--- src/rtl/ready_arbiter.sv ---
// Ready arbiter: latches per-player ready presses, waits until every active player is
// ready, then issues a rolled number and per-player go signals until the game clears it.
module ready_arbiter #(
    parameter int          NPLAYER       = 2,
    parameter int          NUM_W         = 4,
    parameter int          NUM_MAX       = 9,
    parameter int          TICK_DIV      = 5_000_000,
    parameter int          TIMEOUT_TICKS = 0,
    parameter logic [15:0] CLR_MASK      = 16'h0F40
) (
    input  logic               CLK,
    input  logic               RST,
    input  logic [NPLAYER-1:0] READY,
    input  logic [NPLAYER-1:0] ACTIVE,
    input  logic [3:0]         STATE,
    output logic [NUM_W-1:0]   NUM,
    output logic [NPLAYER-1:0] OK,
    output logic [NPLAYER-1:0] LED,
    output logic               TIMEOUT,
    output logic [1:0]         DBG_FSM   // 0 = IDLE, 1 = COLLECT, 2 = HOLD
);
    localparam int PW = $clog2(TICK_DIV);
    localparam int TW = (TIMEOUT_TICKS < 2) ? 1 : $clog2(TIMEOUT_TICKS);

    typedef enum logic [1:0] {
        S_IDLE    = 2'd0,
        S_COLLECT = 2'd1,
        S_HOLD    = 2'd2
    } fsm_e;

    fsm_e               state_q, state_d;
    logic [NPLAYER-1:0] keep_q, keep_d;
    logic [NPLAYER-1:0] ok_q, ok_d;
    logic [NUM_W-1:0]   num_q, num_d;
    logic [NUM_W-1:0]   roll_q, roll_d;
    logic [PW-1:0]      presc_q, presc_d;
    logic [TW-1:0]      tcnt_q, tcnt_d;
    logic               tout_q, tout_d;

    logic clr, tick, act_none, all_ready, tout_hit;

    always_comb begin
        clr       = CLR_MASK[STATE];
        tick      = (presc_q == PW'(TICK_DIV - 1));
        act_none  = (ACTIVE == '0);
        all_ready = !act_none && ((keep_q & ACTIVE) == ACTIVE);

        presc_d = tick ? '0 : presc_q + 1'b1;

        // The roll keeps spinning everywhere except HOLD, so the issued number stays fixed.
        roll_d = roll_q;
        if (tick && state_q != S_HOLD) begin
            roll_d = (roll_q == NUM_W'(NUM_MAX)) ? NUM_W'(1) : roll_q + 1'b1;
        end

        // All-ready beats an expiring timeout in the same cycle.
        tout_hit = (TIMEOUT_TICKS != 0) && (state_q == S_COLLECT) && tick &&
                   (tcnt_q == TW'(TIMEOUT_TICKS - 1)) && !all_ready && !act_none;

        keep_d = keep_q;
        if (state_q != S_HOLD) begin
            keep_d = keep_q | (READY & ACTIVE);
        end
        if (clr || tout_hit) begin
            keep_d = '0;
        end

        state_d = state_q;
        ok_d    = ok_q;
        num_d   = num_q;
        tcnt_d  = tcnt_q;
        tout_d  = 1'b0;

        case (state_q)
            S_IDLE: begin
                if (all_ready) begin
                    state_d = S_HOLD;
                    ok_d    = ACTIVE;
                    num_d   = roll_q;
                end else if (keep_q != '0 && !act_none) begin
                    state_d = S_COLLECT;
                    tcnt_d  = '0;
                end
            end
            S_COLLECT: begin
                if (act_none) begin
                    state_d = S_IDLE;
                end else if (all_ready) begin
                    state_d = S_HOLD;
                    ok_d    = ACTIVE;
                    num_d   = roll_q;
                end else if (tout_hit) begin
                    state_d = S_IDLE;
                    tout_d  = 1'b1;
                end else if (tick && TIMEOUT_TICKS != 0) begin
                    tcnt_d = tcnt_q + 1'b1;
                end
            end
            S_HOLD: begin
                if (act_none) begin
                    state_d = S_IDLE;
                    ok_d    = '0;
                    num_d   = '0;
                end
            end
            default: begin
                state_d = S_IDLE;
                ok_d    = '0;
                num_d   = '0;
            end
        endcase

        if (clr) begin
            state_d = S_IDLE;
            ok_d    = '0;
            num_d   = '0;
            tout_d  = 1'b0;
        end
    end

    always_ff @(posedge CLK) begin
        if (RST) begin
            state_q <= S_IDLE;
            keep_q  <= '0;
            ok_q    <= '0;
            num_q   <= '0;
            roll_q  <= NUM_W'(1);
            presc_q <= '0;
            tcnt_q  <= '0;
            tout_q  <= 1'b0;
        end else begin
            state_q <= state_d;
            keep_q  <= keep_d;
            ok_q    <= ok_d;
            num_q   <= num_d;
            roll_q  <= roll_d;
            presc_q <= presc_d;
            tcnt_q  <= tcnt_d;
            tout_q  <= tout_d;
        end
    end

    assign NUM     = num_q;
    assign OK      = ok_q;
    assign LED     = keep_q;
    assign TIMEOUT = tout_q;
    assign DBG_FSM = state_q;
endmodule

--- config.mk ---
export PLATFORM = sky130hd
export DESIGN_NAME = ready_arbiter
export DESIGN_NICKNAME = d
export VERILOG_FILES = /design/src/rtl/ready_arbiter.sv
export SDC_FILE = /design/constraint.sdc
export NUM_CORES = 1
export LEC_CHECK = 0
export CAP_MARGIN = 15
export CORE_AREA = 8 8 60 75
export DETAILED_ROUTE_END_ITERATION = 10
export DIE_AREA = 0 0 68 83
export PLACE_DENSITY = 0.76
export SLEW_MARGIN = 25
export SYNTH_ARGS = -nofsm -noshare
export SYNTH_HDL_FRONTEND = slang
export SYNTH_SLANG_ARGS = --single-unit
--- constraint.sdc ---
create_clock -name CLK -period 3 [get_ports CLK]
set_clock_uncertainty 0.1 [all_clocks]
set_input_delay 0.3 -clock CLK [delete_from_list [all_inputs] [get_ports CLK]]
set_output_delay 0.3 -clock CLK [all_outputs]
set_load 0.03 [all_outputs]
==> results.json <==
{
  "status": "complete, no violations",
  "gr-total-overflow": 0,
  "clockBufferDepth": 2,
  "ys_ff_latch": 37,
  "synth_xor_area_frac": 0.07050,
  "critPathLaunch": "presc_q[0]",
  "swShare": 0.2286,
  "synth_compound_area_frac": 0.1460,
  "dr.pass1.iters": 4,
  "synth_top_area_cell": "dfxtp_1",
  "clk_pin_slew_ns": 0.07,
  "place_ws_ns": 0.6940,
  "cts_root_buffer": "clkbuf_8",
  "period_needed_ns": 2.283,
  "p_leak_nw": 0.6593,
  "ios": 21,
  "synth_fa_ha_area_frac": 0.007194,
  "core-area_sq_mm": 0.003363,
  "path_delay_family": "simple AND/OR/NAND/NOR gates",
  "row_count": 24,
  "fill_cells": 311,
  "slew_viol_final": 0,
  "synthSimpleGateAreaFrac": 0.2993,
  "grt_max_degree": 24,
  "synth.area.top_cells": "dfxtp_1 (43%), nor2_1 (6.0%), xnor2_1 (5.0%)",
  "drt-initial-drc-count": 58,
  "finalHoldViolations": 0,
  "cts_hold_buf": 0,
  "path_max_fanout": 8,
  "antenna_found_initial": 0,
  "cts_setup_buffers": 0,
  "dp_hpwl_um": 2588,
  "endpoint_kind": "flip-flop",
  "cts_tree": "built",
  "p_switching_w": 0.0002128,
  "ant_nets": 0,
  "period_share": 0.7612,
  "synth_top_family_by_area": "simple AND/OR/NAND/NOR gates",
  "synth_warnings": 0,
  "placed_cells": 260,
  "finalPower_w": 0.0009310,
  "p_seq_frac": 0.546,
  "die_area_sq_mm": 0.005644,
  "slowest_stage": "or4b_4",
  "synthCells": 207,
  "num_vias": 1506,
  "synthMuxAreaShare": 0.006475,
  "ys_types": 39,
  "p_int_w": 0.0007182,
  "irDropWorstVdd_v": 0.0003774,
  "grt_usage": 0.1364,
  "critical_path_required_ns": 3.08,
  "worst_pin_slew_ns": 0.6952,
  "numCtsBuffers": 5,
  "tns_ns": 0,
  "die_h_um": 83,
  "path_cells": "ha_1 -> nand3_1 -> or4b_4 -> nor4_1 -> mux2_1",
  "final_nets": 239,
  "drive_gt1_frac": 0.06140,
  "crit_cells": 5,
  "htreeDepth": 2,
  "power.density_mw_per_mm2": 454.8,
  "arrival_ns": 2.36,
  "critPathKind": "reg2reg",
  "setup_slack_ns": 0.7165,
  "slew_headroom": 0.5344,
  "stdcell_count": 267,
  "grt_pass1_wl_um": 6154,
  "r2r_cells": 5,
  "final_common_cell": "dfxtp_1",
  "maxCapViolCount": 0,
  "clkLatencyLatePin_ns": 0.29,
  "drc": 0,
  "layout_common_cells": "dfxtp_1 (37), nor2_1 (28), clkdlybuf4s50_1 (19)",
  "min_path_type": "reg2reg",
  "rr_endpoint": "roll_q[2]",
  "synth_edf_count": 0,
  "place_area_sq_mm": 0.001961,
  "setup_viol_count_final": 0,
  "final_area_sq_mm": 0.002047,
  "syn-num-nets": 218,
  "post_cts_resize_count": 0,
  "ff2ff_setup_slack_ns": 0.72,
  "synthDominantCellAreaShare": 0.4259,
  "netlist_area_sq_mm": 0.001739,
  "wire_per_inst_um": 13.06,
  "via_per_inst": 5.640,
  "synth-main-ff-cell": "dfxtp_1",
  "syn_area_per_cell_sq_um": 8.402,
  "p_clk_frac": 0.369,
  "clock.fmax_ghz": 0.4379,
  "gp_congestion": 0.8485,
  "grt_pass1_vias": 1461,
  "cp_num_buf_inv": 0,
  "initial_core_util": 0.5171,
  "portBuffers": 19,
  "area_delta_synth_final_pct": 17.70,
  "r2r-start": "presc_q[0]",
  "n_antenna_cell": 0,
  "start_kind": "flip-flop",
  "p_comb_frac": 0.085,
  "die_w_um": 68,
  "synth_seq_area_share": 0.4259,
  "cpPeakStageDelay_ns": 0.63,
  "wl_um": 3488,
  "rsz0062_at_grt": "no",
  "ys_async_sr_fraction": 0,
  "crit_end": "roll_q[2]",
  "clock-sinks": 37
}
power by group through the flow:
| stage | logic (W) | clock network, W | registers [W] |
|---|---|---|---|
| finish | 0.0000792 | 0.000343 | 0.000509 |
| global route | 0.0000869 | 0.000375 | 0.000510 |
| CTS | 0.0000800 | 0.000357 | 0.000509 |
| detailed placement | 0.0000795 | 0 | 0.000520 |
| global placement | 0.0000791 | 0 | 0.000519 |
| floorplan | 0.0000369 | 0 | 0.000529 |
state kept, by name, indices dropped and copies added (netlist names):
register and flops:
DBG_FSM 2, LED 2, NUM 4, OK 2, presc_q 23, roll_q 4
worst min-delay path by stage:
stage                     startpoint    endpoint  cells past startpoint
after floorplan                  RST   roll_q[1]                      1
after global placement    presc_q[0]  presc_q[0]                      1
after detailed placement       OK[0]       OK[0]                      2
after CTS                      OK[0]       OK[0]                      2
after global routing          NUM[1]      NUM[1]                      2
final                         NUM[3]      NUM[3]                      2
cell usage after synthesis, types with 2 or more instances:
library cell	number
or4b_1	2
nand3_1	7
or3b_2	2
dfxtp_1	37
nand4_1	7
nor4_1	5
a21oi_1	16
clkbuf_1	3
nand2b_1	3
nor3_1	5
inv_1	11
o21ai_0	10
and4_1	2
nor4bb_1	2
xor2_1	4
nand2_1	8
or3_1	8
buf_2	2
xnor2_1	10
nor2_1	28
a31oi_1	4
or4_1	8
o31ai_1	6
or2_1	2
tightest hold or removal path, delay by kind of cell, from the launching register on:
kind / cells / cell delay (ns)
flops: 1 / 0.31
compound gates: 2 / 0.12
cell families after synthesis:
kind of cell,count (synthesis)
AOI/OAI and AO/OA,42
xor gates and xnor gates,14
adders and majority gates,1
buffers and inverters,18
DFF,37
muxes,1
other,1
and+or+nand+nor,93
cell type report:
class	instances	area (sq um)	share of cell area
Clock buffer	7	86.33	0.04218
Inverter	11	41.29	0.02017
Multi-Input combinational cell	152	924.6	0.4517
Sequential cell	37	740.7	0.3619
Tap cell	39	48.80	0.02384
Timing Repair Buffer	21	205.2	0.1002
through the flow:
step	util	hold slack, ns
detailed placement	0.5830	0.3626
global placement	0.5830	0.3546
CTS	0.6086	0.3726
floorplan	-	0.2691
global route	0.6086	0.4082
finish	0.6086	0.3697
per-layer routing:
layer | global-route usage | wire length, um | vias up
met1 | 0.1427 | 1451 | 682
li1 | - | - | 789
met3 | 0.04435 | 223 | 9
met2 | 0.2277 | 1725 | 26
met5 | 0 | 0 | -
met4 | 0.07477 | 87 | 0
(Power assumes the default switching activity.)
